## src/rtl/mem_stage_lsu_pkg.sv

```systemverilog
// mem_stage_lsu_pkg
// Shared definitions for the MEM-stage load/store unit:
//   - funct3 load/store size/sign codes (F3_*)
//   - MEM-stage FSM state encoding (MS_*)
//   - addr_misaligned(): alignment rule for halfword/word accesses
package mem_stage_lsu_pkg;

  localparam logic [2:0] F3_B  = 3'b000;
  localparam logic [2:0] F3_H  = 3'b001;
  localparam logic [2:0] F3_W  = 3'b010;
  localparam logic [2:0] F3_BU = 3'b100;
  localparam logic [2:0] F3_HU = 3'b101;

  typedef enum logic [1:0] {
    MS_IDLE = 2'd0,
    MS_BUSY = 2'd1,
    MS_DONE = 2'd2
  } ms_state_e;

  // Halfword (LH/LHU/SH share the low funct3 bits) needs addr[0]=0.
  // Only the exact word code is checked for word alignment; the other
  // word-like codes fall through as LW without an alignment trap.
  function automatic logic addr_misaligned(input logic [2:0] funct3,
                                           input logic [1:0] addr_lo);
    logic half_bad;
    logic word_bad;
    half_bad = (funct3[1:0] == 2'b01) & addr_lo[0];
    word_bad = (funct3 == F3_W) & (addr_lo != 2'b00);
    return half_bad | word_bad;
  endfunction

endpackage

```

## src/rtl/mem_stage_lsu_lane_fmt.sv

```systemverilog
// lsu_lane_fmt
// Combinational byte-lane formatting for the MEM stage.
// Ports:
//   funct3_i      access size/sign
//   addr_lo_i     byte offset within the word
//   store_data_i  rs2 value for stores
//   rdata_i       read word from the data bus
//   be_o          byte enables for stores
//   wdata_o       lane-replicated store data
//   load_data_o   extracted and extended load value
module lsu_lane_fmt
  import mem_stage_lsu_pkg::*;
(
  input  logic [2:0]  funct3_i,
  input  logic [1:0]  addr_lo_i,
  input  logic [31:0] store_data_i,
  input  logic [31:0] rdata_i,
  output logic [3:0]  be_o,
  output logic [31:0] wdata_o,
  output logic [31:0] load_data_o
);

  logic [7:0]  byte_sel;
  logic [15:0] half_sel;

  always_comb begin
    be_o    = 4'b1111;
    wdata_o = store_data_i;
    case (funct3_i[1:0])
      2'b00: begin
        be_o    = 4'b0001 << addr_lo_i;
        wdata_o = {4{store_data_i[7:0]}};
      end
      2'b01: begin
        be_o    = 4'b0011 << addr_lo_i;
        wdata_o = {2{store_data_i[15:0]}};
      end
      default: ;
    endcase
  end

  always_comb begin
    case (addr_lo_i)
      2'd0:    byte_sel = rdata_i[7:0];
      2'd1:    byte_sel = rdata_i[15:8];
      2'd2:    byte_sel = rdata_i[23:16];
      default: byte_sel = rdata_i[31:24];
    endcase
    half_sel = addr_lo_i[1] ? rdata_i[31:16] : rdata_i[15:0];
  end

  always_comb begin
    case (funct3_i)
      F3_B:    load_data_o = {{24{byte_sel[7]}}, byte_sel};
      F3_H:    load_data_o = {{16{half_sel[15]}}, half_sel};
      F3_BU:   load_data_o = {24'd0, byte_sel};
      F3_HU:   load_data_o = {16'd0, half_sel};
      default: load_data_o = rdata_i;
    endcase
  end

endmodule

```

## src/rtl/mem_stage_lsu.sv

```systemverilog
// mem_stage_lsu
// MEM-stage consumer of the EX/MEM register: resolves branches/jumps
// (flush + PC redirect), runs data-memory accesses over a req/ack bus
// while stalling the pipeline, and registers the MEM/WB outputs.
// Ports:
//   clk, rst_n                       clock / async active-low reset
//   *_mem                            EX/MEM register outputs
//   exflush, pc_redirect             front-end redirect
//   mem_stall                        freezes PC and upstream pipeline regs
//   misaligned                       combinational misaligned-access flag
//   dmem_req/we/addr/wdata/be        registered data-bus request
//   dmem_ack, dmem_rdata             data-bus completion / read word
//   regwrite_wb, rd_wb, wb_data_wb   MEM/WB register
//
// state   | meaning
// --------+-----------------------------------------------------------
// MS_IDLE | no access in flight; aligned access here stalls and issues
// MS_BUSY | dmem_req held, waiting for dmem_ack
// MS_DONE | load data captured; stall released so the op retires
module mem_stage_lsu
  import mem_stage_lsu_pkg::*;
#(
  parameter int PC_WIDTH   = 32,
  parameter int DATA_WIDTH = 32,
  parameter int RS_WIDTH   = 5
) (
  input  logic                  clk,
  input  logic                  rst_n,
  input  logic [PC_WIDTH-1:0]   sum_mem,
  input  logic                  alu_branch_mem,
  input  logic [DATA_WIDTH-1:0] alu_result_mem,
  input  logic [RS_WIDTH-1:0]   rd_mem,
  input  logic                  branch_mem,
  input  logic                  memread_mem,
  input  logic                  memtoreg_mem,
  input  logic                  memwrite_mem,
  input  logic                  regwrite_mem,
  input  logic                  branchjalx_mem,
  input  logic                  alu2pc_mem,
  input  logic [PC_WIDTH-1:0]   pcplus4_mem,
  input  logic [DATA_WIDTH-1:0] store_data_mem,
  input  logic [2:0]            funct3_mem,
  output logic                  exflush,
  output logic [PC_WIDTH-1:0]   pc_redirect,
  output logic                  mem_stall,
  output logic                  misaligned,
  output logic                  dmem_req,
  output logic                  dmem_we,
  output logic [PC_WIDTH-1:0]   dmem_addr,
  output logic [DATA_WIDTH-1:0] dmem_wdata,
  output logic [3:0]            dmem_be,
  input  logic                  dmem_ack,
  input  logic [DATA_WIDTH-1:0] dmem_rdata,
  output logic                  regwrite_wb,
  output logic [RS_WIDTH-1:0]   rd_wb,
  output logic [DATA_WIDTH-1:0] wb_data_wb
);

  ms_state_e state_q, state_d;

  logic                  acc;
  logic                  mis;
  logic                  take;
  logic                  issue;
  logic [3:0]            be_fmt;
  logic [DATA_WIDTH-1:0] wdata_fmt;
  logic [DATA_WIDTH-1:0] load_fmt;
  logic [DATA_WIDTH-1:0] load_q;

  logic                  req_q, we_q;
  logic [PC_WIDTH-1:0]   addr_q;
  logic [DATA_WIDTH-1:0] wdata_q;
  logic [3:0]            be_q;

  logic                  regwrite_wb_q;
  logic [RS_WIDTH-1:0]   rd_wb_q;
  logic [DATA_WIDTH-1:0] wb_data_q;

  assign acc = memread_mem | memwrite_mem;
  assign mis = acc & addr_misaligned(funct3_mem, alu_result_mem[1:0]);

  lsu_lane_fmt u_lane_fmt (
    .funct3_i     (funct3_mem),
    .addr_lo_i    (alu_result_mem[1:0]),
    .store_data_i (store_data_mem),
    .rdata_i      (dmem_rdata),
    .be_o         (be_fmt),
    .wdata_o      (wdata_fmt),
    .load_data_o  (load_fmt)
  );

  // state register
  always_ff @(posedge clk or negedge rst_n) begin
    if (!rst_n) state_q <= MS_IDLE;
    else        state_q <= state_d;
  end

  // next state
  always_comb begin
    state_d = state_q;
    case (state_q)
      MS_IDLE: if (acc && !mis) state_d = MS_BUSY;
      MS_BUSY: if (dmem_ack)    state_d = MS_DONE;
      MS_DONE:                  state_d = MS_IDLE;
      default:                  state_d = MS_IDLE;
    endcase
  end

  // outputs; a taken branch sharing the slot with a memory op waits for
  // DONE because the stall masks the flush
  always_comb begin
    mem_stall = 1'b0;
    case (state_q)
      MS_IDLE: mem_stall = acc & ~mis;
      MS_BUSY: mem_stall = 1'b1;
      default: mem_stall = 1'b0;
    endcase
    take        = (branch_mem & alu_branch_mem) | branchjalx_mem;
    exflush     = take & ~mem_stall;
    pc_redirect = alu2pc_mem ? {alu_result_mem[PC_WIDTH-1:1], 1'b0} : sum_mem;
    misaligned  = mis;
  end

  assign issue = (state_q == MS_IDLE) & (state_d == MS_BUSY);

  // bus request: loaded on issue, held through BUSY, dropped on ack
  always_ff @(posedge clk or negedge rst_n) begin
    if (!rst_n) begin
      req_q   <= 1'b0;
      we_q    <= 1'b0;
      addr_q  <= '0;
      wdata_q <= '0;
      be_q    <= '0;
      load_q  <= '0;
    end else if (issue) begin
      req_q   <= 1'b1;
      we_q    <= memwrite_mem;
      addr_q  <= {alu_result_mem[PC_WIDTH-1:2], 2'b00};
      wdata_q <= wdata_fmt;
      be_q    <= be_fmt;
    end else if (state_q == MS_BUSY && dmem_ack) begin
      req_q  <= 1'b0;
      we_q   <= 1'b0;
      load_q <= load_fmt;
    end
  end

  // MEM/WB: bubble while stalled, wb data held
  always_ff @(posedge clk or negedge rst_n) begin
    if (!rst_n) begin
      regwrite_wb_q <= 1'b0;
      rd_wb_q       <= '0;
      wb_data_q     <= '0;
    end else if (mem_stall) begin
      regwrite_wb_q <= 1'b0;
      rd_wb_q       <= '0;
    end else begin
      regwrite_wb_q <= regwrite_mem & (rd_mem != '0) & ~mis;
      rd_wb_q       <= rd_mem;
      wb_data_q     <= memtoreg_mem   ? load_q :
                       branchjalx_mem ? pcplus4_mem : alu_result_mem;
    end
  end

  assign dmem_req    = req_q;
  assign dmem_we     = we_q;
  assign dmem_addr   = addr_q;
  assign dmem_wdata  = wdata_q;
  assign dmem_be     = be_q;
  assign regwrite_wb = regwrite_wb_q;
  assign rd_wb       = rd_wb_q;
  assign wb_data_wb  = wb_data_q;

endmodule

```

## config.mk

```make
export PLATFORM = sky130hd
export DESIGN_NAME = mem_stage_lsu
export DESIGN_NICKNAME = d
export VERILOG_FILES = /design/src/rtl/mem_stage_lsu_pkg.sv /design/src/rtl/mem_stage_lsu_lane_fmt.sv /design/src/rtl/mem_stage_lsu.sv
export SDC_FILE = /design/constraint.sdc
export NUM_CORES = 1
export LEC_CHECK = 0
export ABC_AREA = 1
export CAP_MARGIN = 30
export CORE_AREA = 8 8 135 168
export DETAILED_ROUTE_END_ITERATION = 8
export DIE_AREA = 0 0 143 176
export GPL_ROUTABILITY_DRIVEN = 0
export PLACE_DENSITY = 0.76
export SLEW_MARGIN = 20
export SYNTH_ARGS = -nofsm -noshare
export SYNTH_HDL_FRONTEND = slang
export SYNTH_HIERARCHICAL = 1
export SYNTH_SLANG_ARGS = --single-unit
```

## constraint.sdc

```tcl
create_clock -name clk -period 1.2 [get_ports clk]
set_input_delay 0.12 -clock clk [delete_from_list [all_inputs] [get_ports clk]]
set_output_delay 0.12 -clock clk [all_outputs]
set_load 0.1 [all_outputs]
```

==> summary.txt, run 1 <==
Status
  – Failing checks: setup timing
  – Status: finished with violations

Logic synthesis
  – Largest family of logic cells by synthesized area: simple AND/OR/NAND/NOR gates
  – Top cell type's share of synthesized area: 45.86%
  – Synth Area in XOR/XNOR: 0%
  – Sequential share of the synthesized area: 45.86%
  – Adder-cell share of the synthesized area: 0%
  – Synthesized flop and latch total: 140
  – Post-synthesis cell type count: 26
  – Post-synthesis simple-gate area fraction: 30.77%
  – Compound-Gate Fraction of Synth Area: 11.94%
  – Area leader, netlist: dfrtp_1
  – Syn Area/Cell: 6.977 sq um
  – YS warnings: 6
  – Cell area after synthesis: 7640 sq um
  – Mapped Cells: 1095
  – Post-synthesis mux area share: 0%
  – Top cells by area, synth: dfrtp_1, nand2_1, inv_1

Floorplanning
  – Core Area: 19960 sq um
  – Die W: 143 microns
  – Die Area: 25170 sq um
  – Chip Height: 176 microns
  – Ports: 322
  – Site row count: 58
  – Initial Util: 38.28%

Detailed routing
  – Routed vias/inst: 4.995
  – DR iter-0 viols: 528
  – WL final: 32870 microns
  – Post-route ant nets: 0
  – Pre-Repair DR Iteration Count: 5
  – Vias: 8787
  – Post-route DRC: 0
  – WL/cell: 18.68 microns

GRT
  – First-pass GRT wire length: 50380 microns
  – Vias in the first global route: 9102
  – Met3 Use GR: 7.486%
  – All-Layer GR Usage: 25.91%
  – GRT Max-Usage Layer: met2
  – Largest net degree at the start of global routing: 52
  – GR Overflow Total: 0
  – Initial antenna violation count: 2
  – Met1 Use GR: 27.41%
  – Grt met2 use: 46.77%

Timing
  – Fin. max-slew vios: 0
  – Final WS setup: -0.4484 ns
  – Fin crit period: 1.648 ns
  – Final-report hold violation count: 0
  – Fmax: 606.6 MHz
  – RSZ-0062 raised after global routing: true
  – Clk_skew: 0.01429 ns
  – Final setup vio count: 141
  – Fin crit share: 137.4%
  – Hold Slack: 0.07340 ns
  – Setup TNS Final: -33.59 ns

Power
  – PD cells: 2992 nW/um^2
  – Maximum vdd drop: 2005 uV
  – Leak pwr: 7.385 nW
  – Final Total Pwr: 44.33 mW

Placed design
  – Placed insts: 1701
  – # port buffers: 319
  – DPL Wire Length: 24580 microns

Setup path
  – Crit path DAT: 1.53 ns
  – Critical path cell sequence: buf_4 -> nor2_4 -> inv_4 -> nand2_4 -> buf_12 -> buf_12
  – Worst path bufs/invs: 4
  – Setup CP Type: reg -> out
  – Slowest cell on crit path: dfrtp_1
  – Most frequent CP cell: buf_12
  – Crit-path max FO: 3
  – CP required: 1.08 ns
  – Register-to-Register Path Depth: 9
  – R2R Path End: dmem_addr[13]
  – Worst R2R Setup Slack: -0.37 ns
  – Worst Setup SP: state_q[1]
  – Delay-heaviest family, CP: buffers and inverters
  – Crit Reg-Reg Startpoint: state_q[1]
  – Endpoint type of the worst setup path: primary output
  – Slowest cell delay on critical path: 0.40 ns
  – Critical path launch point type: register

CTS
  – CTS H-Tree Depth: 4
  – Worst skew pair latency: 0.43 ns
  – Clk slew on worst S/H paths: 0.06 ns
  – CTS tree: done
  – CTS max path bufs: 2
  – Clock sinks: 140
  – Root Buffer: clkbuf_16
  – Num CTS Buffers: 17

Worst hold path
  – Min-delay worst type: in -> reg
  – Hold Path Depth: 4
  – Worst hold start: alu_result_mem[0]
  – Hold Path End: dmem_be[0]

Layout
  – # fillers: 1387
  – Share of layout cells above drive strength 1: 26.50%
  – Final #Nets: 1654
  – Post-route insts no fill: 1759
  – Area Growth Syn to Fin: 93.94%
  – Final Util: 74.24%

Run
  – # Max-Cap Violations: 0
-- layout by cell type (no fill, tap or decap), types with 2 or more instances in the layout --
cell type	instances
inv_2	14
dlygate4sd2_1	4
a21oi_4	31
nand3_1	41
buf_2	3
nand3_4	2
clkdlybuf4s50_1	167
conb_1	2
o21ai_1	55
buf_16	11
a22oi_1	8
diode_2	2
clkbuf_16	18
nor2_1	47
clkinv_4	3
dfrtp_1	140
clkinv_2	2
o21ai_2	11
nand2_1	468
buf_6	3
clkinvlp_4	5
bufbuf_16	7
nand3_2	16
o21ai_0	48
nor2_4	6
a21oi_1	16
buf_12	162
bufinv_16	3
nand2_2	15
buf_4	78
inv_1	88
o211ai_1	4
-- cell usage after synthesis, drive strengths merged --
cell	number
o31ai	1
conb	1
inv	103
o211ai	4
buf	56
nand3	59
a22oi	8
nand4	1
a21oi	48
clkbuf	21
nor3	1
nor2	53
or2	1
nand2	484
dfrtp	140
o21ai	114
-- worst max-delay path by stage --
stage / end / slack (ns) / cells after the start
global placement: wb_data_wb[29] / -0.61 / 7
finish: mem_stall / -0.45 / 6
floorplan: exflush / -0.27 / 7
global route: mem_stall / -0.52 / 7
CTS: mem_stall / -0.46 / 7
detailed placement: dmem_wdata[31] / -0.65 / 8
-- routing by layer --
layer / routed length (microns) / up-vias / share of wire [%]
met4: 1194 / 0 / 3.6
li1: - / 4190 / -
met5: 0 / - / 0
met1: 11850 / 4140 / 36
met3: 2627 / 71 / 8.0
met2: 17190 / 386 / 52
-- registers in the layout, indices dropped and copies added, names as in the netlist --
name,flops
dmem_addr,30
dmem_be,4
dmem_req,1
dmem_wdata,32
dmem_we,1
load_q,32
rd_wb,5
regwrite_wb,1
state_q,2
wb_data_wb,32
-- logic make-up after synthesis --
family / after synthesis
AND/OR/NAND/NOR: 599
buffers and inverters: 180
AO/OA/AOI/OAI: 175
flip-flops: 140
other: 1
-- final cells by class --
class	count	area, sq um	area share [%]
clock inverter	14	172.7	1.165
sequential	140	3503	23.64
antenna	2	5.005	0.03378
tap	270	337.8	2.280
inverter	103	389.1	2.626
multi-input combinational	776	3834	25.87
timing repair buffer	437	6150	41.50
clock buffer	17	425.4	2.871
-- through the flow --
stage	cell area, sq um	setup WS (ns)
4_1_cts	14750	-0.4625
5_1_grt	14820	-0.5203
6_report	14820	-0.4484
3_3_place_gp	13480	-0.6077
2_1_floorplan	8165	-0.2749
3_5_place_dp	13480	-0.6507
-- timing repair --
action	in CTS	in global routing
hold buffers	1	0
endpoints found under the hold margin	140	0
pin swaps	12	7
resized for setup	72	16
endpoints found under the setup margin	146	149
setup buffers	8	3
gates cloned	16	1
-- power by group --
| part | total [mW] | internal [mW] | switching [mW] |
|---|---|---|---|
| Combinational | 29.9 | 11.3 | 18.7 |
| Sequential | 9.02 | 6.89 | 2.14 |
| Clock | 5.39 | 3.26 | 2.13 |
| Total | 44.3 | 21.4 | 22.9 |
-- worst register-to-register path: stages, from the launching register on --
cell and delay [ns]:
dfrtp_1 0.40, inv_2 0.06, nand2_2 0.07, nor2_4 0.12, nand3_4 0.10, buf_6 0.17, buf_12 0.16, bufbuf_16 0.28
nand2_2 0.06, o21ai_1 0.06
Power figures use the tool's default switching activity.
==> run 2, diff against run 1 <==
Settings changed: CORE_AREA 8 8 135 168 to 2 2 129 162, DIE_AREA 0 0 143 176 to 0 0 131 164.
==> run 2 against run 1 <==
Net effect:
- the flow still finishes with violations (setup timing)
- clock power rose by 2%
- cell area rose by 0.57%
- critical path depth rose by 1
==> summary.txt, run 2 (synthesized netlist as in run 1, its figures left out) <==
Timing
  – Fin crit share: 137.3% (was 137.4%)
  – Final setup vio count: 116 (was 141)
  – Fmax: 606.9 MHz (was 606.6 MHz)
  – Final WS setup: -0.4476 ns (was -0.4484 ns)
  – Setup TNS Final: -27.31 ns (was -33.59 ns)
  – Fin crit period: 1.648 ns (about the same)
  – Final-report hold violation count: 0 (unchanged)
  – RSZ-0062 raised after global routing: true (unchanged)
  – Clk_skew: 0.01071 ns (was 0.01429 ns)
  – Fin. max-slew vios: 0 (unchanged)

Power
  – Switching Share: 51.31% (was 51.69%)
  – Switching power: 22.86 mW (was 22.91 mW)
  – Combinational share of power: 67.4% (was 67.5%)
  – Clk network pwr share: 12.3% (was 12.2%)
  – Sequential Power Share: 20.3% (was 20.4%)
  – Cell internal pwr: 21.69 mW (was 21.41 mW)
  – Maximum vdd drop: 2091 uV (was 2005 uV)
  – Leak pwr: 7.431 nW (was 7.385 nW)
  – PD cells: 2990 nW/um^2 (was 2992 nW/um^2)

Detailed routing
  – DR iter-0 viols: 732 (was 528)
  – Post-route DRC: 0 (unchanged)
  – Pre-Repair DR Iteration Count: 7 (was 5)
  – WL final: 31530 microns (was 32870 microns)
  – Post-route ant nets: 0 (unchanged)
  – Routed vias/inst: 5.036 (was 4.995)
  – Vias: 8828 (was 8787)
  – WL/cell: 17.98 microns (was 18.68 microns)

CTS
  – CTS tree: done (unchanged)
  – Worst skew pair latency: 0.42 ns (was 0.43 ns)
  – Clock sinks: 140 (unchanged)
  – Root Buffer: clkbuf_16 (unchanged)
  – Clk slew on worst S/H paths: 0.06 ns (about the same)
  – CTS max path bufs: 2 (unchanged)
  – CTS H-Tree Depth: 4 (unchanged)
  – Num CTS Buffers: 17 (unchanged)

Setup path
  – Crit Reg-Reg Startpoint: state_q[1] (unchanged)
  – Slowest cell delay on critical path: 0.39 ns (was 0.40 ns)
  – Worst path bufs/invs: 3 (was 4)
  – CP Depth: 7 (was 6)
  – Worst Setup SP: state_q[1] (unchanged)
  – Crit-path max FO: 3 (unchanged)
  – Setup CP Type: reg -> out (unchanged)
  – Critical path cell sequence: inv_2 -> nand2_2 -> nor2_4 -> nand3_4 -> nand2_4 -> buf_6 -> buf_12 (was buf_4 -> nor2_4 -> inv_4 -> nand2_4 -> buf_12 -> buf_12)
  – Critical path launch point type: register (unchanged)
  – CP required: 1.08 ns (about the same)
  – Crit path DAT: 1.53 ns (about the same)
  – Delay-heaviest family, CP: flip-flops (was buffers and inverters)
  – Register-to-Register Path Depth: 9 (unchanged)
  – Slowest cell on crit path: dfrtp_1 (unchanged)
  – Endpoint type of the worst setup path: primary output (unchanged)

Placed design
  – DPL Wire Length: 22220 microns (was 24580 microns)
  – Placed insts: 1695 (was 1701)
  – # port buffers: 319 (unchanged)

Floorplanning
  – Ports: 322 (unchanged)
  – Chip Height: 164 microns (was 176 microns)
  – Initial Util: 38.28% (unchanged)
  – Core Area: 19960 sq um (unchanged)
  – Die W: 131 microns (was 143 microns)
  – Die Area: 21480 sq um (was 25170 sq um)
  – Site row count: 58 (unchanged)

Layout
  – Post-route insts no fill: 1753 (was 1759)
  – Area Growth Syn to Fin: 95.04% (was 93.94%)
  – # fillers: 1355 (was 1387)
  – Most frequent cells in the layout: nand2_1, clkdlybuf4s50_1, buf_12, dfrtp_1, inv_1 (unchanged)
  – Most common cell after layout, fill and taps aside: nand2_1 (unchanged)
  – Share of layout cells above drive strength 1: 27.06% (was 26.50%)
  – Final #Nets: 1650 (was 1654)

Worst hold path
  – Min-delay worst type: in -> reg (unchanged)
  – Hold Path Depth: 3 (was 4)
  – Worst hold start: alu_result_mem[31] (was alu_result_mem[0])

GRT
  – Vias in the first global route: 8966 (was 9102)
  – All-Layer GR Usage: 29.15% (was 25.91%)
  – Largest net degree at the start of global routing: 44 (was 52)
  – GR Overflow Total: 0 (unchanged)
  – Initial antenna violation count: 1 (was 2)
  – First-pass GRT wire length: 47840 microns (was 50380 microns)

Run
  – # Max-Cap Violations: 0 (unchanged)

Status
  – Failing checks: setup timing (unchanged)
  – Status: finished with violations (unchanged)
[run 2: path summary, 6_finish.rpt]
check	to	slack [ns]
min in group asynchronous	wb_data_wb[8]	0.17
max	mem_stall	-0.45
min reg2reg	load_q[5]	0.48
min	dmem_addr[31]	0.07
max in group asynchronous	dmem_addr[14]	0.49
max reg2reg	dmem_addr[19]	-0.34
[run 2: per-layer routing]
metal / vias to the layer above / part of all wire, % / global-route usage [%]
met1: 4201 / 35 / 30.39
met4: 0 / 4.0 / 13.15
met2: 398 / 53 / 53.82
met5: - / 0 / 0
met3: 71 / 8.3 / 7.752
li1: 4158 / - / -
[run 2: final cells by class]
class / count / area [sq um] / share of cell area (%)
repair buffers: 433 / 6197 / 41.59
diodes: 1 / 2.502 / 0.01679
flip-flops and latches: 140 / 3505 / 23.52
clock inverters: 12 / 172.7 / 1.159
clock buffers: 18 / 429.2 / 2.880
well taps: 270 / 337.8 / 2.267
multi-input cells: 776 / 3864 / 25.93
inverters: 103 / 392.9 / 2.637
[run 2: what timing repair did]
action                                 in CTS  in global routing
gates resized for setup                    98                 19
setup endpoints to repair                 148                149
hold buffers                                1                  0
endpoints found under the hold margin     140                  0
cloned                                     19                  0
buffers inserted                           11                  1
pin swaps                                  15                  7
[run 2: per-stage QoR]
| stage | power [mW] | setup WS, ns | cell area (sq um) | hold slack (ns) | utilization (%) |
|---|---|---|---|---|---|
| 2_1_floorplan | 25.22 | -0.2749 | 8165 | -0.1756 | - |
| 3_3_place_gp | 35.66 | -0.5787 | 13390 | 0.01144 | 67.08 |
| 3_5_place_dp | 36.00 | -0.6322 | 13390 | 0.008972 | 67.08 |
| 4_1_cts | 44.58 | -0.4776 | 14890 | 0.1152 | 74.59 |
| 5_1_grt | 46.04 | -0.4997 | 14900 | 0.08363 | 74.66 |
| 6_report | 44.55 | -0.4476 | 14900 | 0.07234 | 74.66 |
[run 2: power groups by stage]
stage | sequential, mW | combinational [mW] | clock [mW]
global route | 9.29 | 31.0 | 5.77
floorplan | 19.6 | 5.58 | 0
finish | 9.05 | 30.0 | 5.49
CTS | 9.03 | 30.0 | 5.53
global placement | 8.96 | 26.7 | 0
detailed placement | 9.07 | 26.9 | 0
[run 2: worst register-to-register path, stage by stage (launching register included)]
cell and delay [ns]:
dfrtp_1 0.39, inv_2 0.06, nand2_2 0.05, nor2_4 0.12, nand3_4 0.10, buf_6 0.16, buf_12 0.15, bufbuf_16 0.27
nand2_1 0.07, o21ai_2 0.06
==> run 3, diff against run 2 <==
Settings changed: CAP_MARGIN 30 to 20, REMOVE_ABC_BUFFERS set to 1.
==> run 3 against run 2 <==
Net effect:
- the flow still finishes with violations (setup timing)
- sequential share of layout area increased by 0.52 points
- count of clock-buffer cells in the layout unchanged
- sequential cell count unchanged
- hold slack improved by 0.037 ns
- combinational power about the same
- non-clock buffer count decreased by 9
- final cell count decreased by 0.23%
- routed wire length decreased by 2.1%
==> summary.txt, run 3 (synthesized netlist as in run 1, its figures left out) <==
Status
  – Status: finished with violations (unchanged)
  – Failing checks: setup timing (unchanged)

Placed design
  – DPL Wire Length: 20480 microns (was 22220 microns)
  – Setup WS pre-CTS: -0.5986 ns (was -0.6322 ns)
  – Placed insts: 1678 (was 1695)
  – # port buffers: 319 (unchanged)

Timing
  – Hold Slack: 0.1092 ns (was 0.07234 ns)
  – Clk_skew: 0.008684 ns (was 0.01071 ns)
  – Fin crit share: 139.0% (was 137.3%)
  – Fin. max-slew vios: 0 (unchanged)
  – Setup TNS Final: -35.36 ns (was -27.31 ns)
  – Final WS setup: -0.4685 ns (was -0.4476 ns)
  – Final setup vio count: 115 (was 116)
  – Fmax: 599.3 MHz (was 606.9 MHz)
  – Fin crit period: 1.669 ns (was 1.648 ns)
  – Final-report hold violation count: 0 (unchanged)
  – RSZ-0062 raised after global routing: true (unchanged)

Layout
  – Most common cell after layout, fill and taps aside: nand2_1 (unchanged)
  – Sequential Area: 3505 sq um (unchanged)
  – Share of layout cells above drive strength 1: 26.37% (was 27.06%)
  – Multi-input logic area: 3666 sq um (was 3864 sq um)
  – Most frequent cells in the layout: nand2_1, clkdlybuf4s50_1, buf_12, dfrtp_1, inv_1 (unchanged)
  – Post-route insts no fill: 1749 (was 1753)
  – Final #Nets: 1641 (was 1650)
  – Area Growth Syn to Fin: 90.81% (was 95.04%)
  – # fillers: 1389 (was 1355)

Power
  – Leak pwr: 7.330 nW (was 7.431 nW)
  – Maximum vdd drop: 2267 uV (was 2091 uV)
  – PD cells: 3031 nW/um^2 (was 2990 nW/um^2)

Setup path
  – R2R Path End: wb_data_wb[21] (was dmem_addr[19])
  – Crit path DAT: 1.55 ns (was 1.53 ns)
  – Register-to-Register Path Depth: 9 (unchanged)
  – Setup CP Type: reg -> out (unchanged)
  – Crit Reg-Reg Startpoint: state_q[0] (was state_q[1])
  – Critical path launch point type: register (unchanged)
  – Endpoint type of the worst setup path: primary output (unchanged)
  – Crit-path max FO: 3 (unchanged)
  – Worst R2R Setup Slack: -0.44 ns (was -0.34 ns)
  – CP required: 1.08 ns (about the same)

Detailed routing
  – Pre-Repair DR Iteration Count: 5 (was 7)
  – WL/cell: 17.65 microns (was 17.98 microns)
  – WL final: 30870 microns (was 31530 microns)
  – DR iter-0 viols: 508 (was 732)
  – Top routing layer in use: met4 (unchanged)
  – WL met3: 2752 microns (was 2607 microns)
  – Met1 wire length: 10850 microns (was 10960 microns)
  – Post-route ant nets: 0 (unchanged)
  – Met2 Routed Length: 16240 microns (was 16690 microns)
  – Post-route DRC: 0 (unchanged)
  – Routed vias/inst: 4.979 (was 5.036)
  – Vias: 8708 (was 8828)

GRT
  – All-Layer GR Usage: 28.11% (was 29.15%)
  – Largest net degree at the start of global routing: 49 (was 44)
  – Initial antenna violation count: 1 (unchanged)
  – GR Overflow Total: 0 (unchanged)
  – Vias in the first global route: 9068 (was 8966)
  – First-pass GRT wire length: 46440 microns (was 47840 microns)

CTS
  – CTS tree: done (unchanged)
  – Root Buffer: clkbuf_16 (unchanged)
  – Num CTS Buffers: 17 (unchanged)
  – Clock sinks: 140 (unchanged)
  – CTS max path bufs: 2 (unchanged)
  – Clk slew on worst S/H paths: 0.06 ns (about the same)
  – Worst skew pair latency: 0.41 ns (was 0.42 ns)
  – CTS H-Tree Depth: 4 (unchanged)

Floorplanning
  – Core Area: 19960 sq um (unchanged)
  – Site row count: 58 (unchanged)
  – Ports: 322 (unchanged)
  – Initial Util: 38.28% (unchanged)
  – Die Area: 21480 sq um (unchanged)
  – Chip Height: 164 microns (unchanged)
  – Die W: 131 microns (unchanged)

Worst hold path
  – Min-delay worst type: in -> async (was in -> reg)

Run
  – # Max-Cap Violations: 0 (unchanged)
## run 3: cell types whose count changed in the layout (fill, tap and decap cells not counted), moves of 12 or more
cell / previous run / this run
o21ai_2: 21 / 34
buf_4: 68 / 52
o21ai_1: 46 / 29
a21oi_4: 31 / 7
a21oi_2: 1 / 25
nand3_1: 40 / 52
## run 3: power by group
group	switching [mW]	internal, mW
clock network	2.12	3.07
registers	2.10	6.89
logic	18.6	11.4
total	22.8	21.4
## run 3: area by class of cell
class                      count  share of cell area (%)
inverter                     103                   2.669
multi-input combinational    776                   25.15
timing repair buffer         424                   41.81
tap                          270                   2.317
antenna                        4                 0.06866
clock inverter                14                   1.004
sequential                   140                   24.04
clock buffer                  18                   2.944
## run 3: critical path, cell delays in order, from the launching register on
cell and delay [ns]:
dfrtp_1 0.38, inv_2 0.10, nand2_4 0.06, nor2_4 0.11, nand3_4 0.12, nand2_8 0.11, buf_12 0.11, buf_12 0.16
## run 3: how the worst max path moves through the flow
| stage | from | endpoint | slack [ns] | depth (start not counted) |
|---|---|---|---|---|
| floorplan | state_q[1] | exflush | -4.23 | 6 |
| global placement | alu_result_mem[1] | load_q[31] | -0.51 | 9 |
| detailed placement | funct3_mem[0] | dmem_wdata[19] | -0.60 | 7 |
| CTS | state_q[1] | mem_stall | -0.46 | 7 |
| global route | state_q[0] | mem_stall | -0.52 | 7 |
| finish | state_q[0] | mem_stall | -0.47 | 7 |
## run 3: per-layer routing
metal | global-route usage [%] | up-vias
met5 | 0 | -
met4 | 11.51 | 0
met3 | 8.893 | 73
met2 | 50.54 | 390
met1 | 30.10 | 4103
li1 | - | 4142
## run 3: what timing repair did
item                                   in CTS  in global routing
pin swaps                                   9                 16
gates resized for setup                   115                 56
endpoints found under the hold margin     140                  0
setup endpoints to repair                 152                167
hold buffers                                1                  0
buffers inserted                           14                  5
cloned                                     15                  2
## run 3: metrics by stage
| stage | instance area, sq um | util [%] | total power, mW |
|---|---|---|---|
| after global placement | 12810 | 64.20 | 35.19 |
| final | 14580 | 73.05 | 44.19 |
| after CTS | 14310 | 71.70 | 43.71 |
| after detailed placement | 12810 | 64.20 | 35.60 |
| after global routing | 14570 | 73.01 | 45.82 |
| after floorplan | 7161 | - | 24.32 |
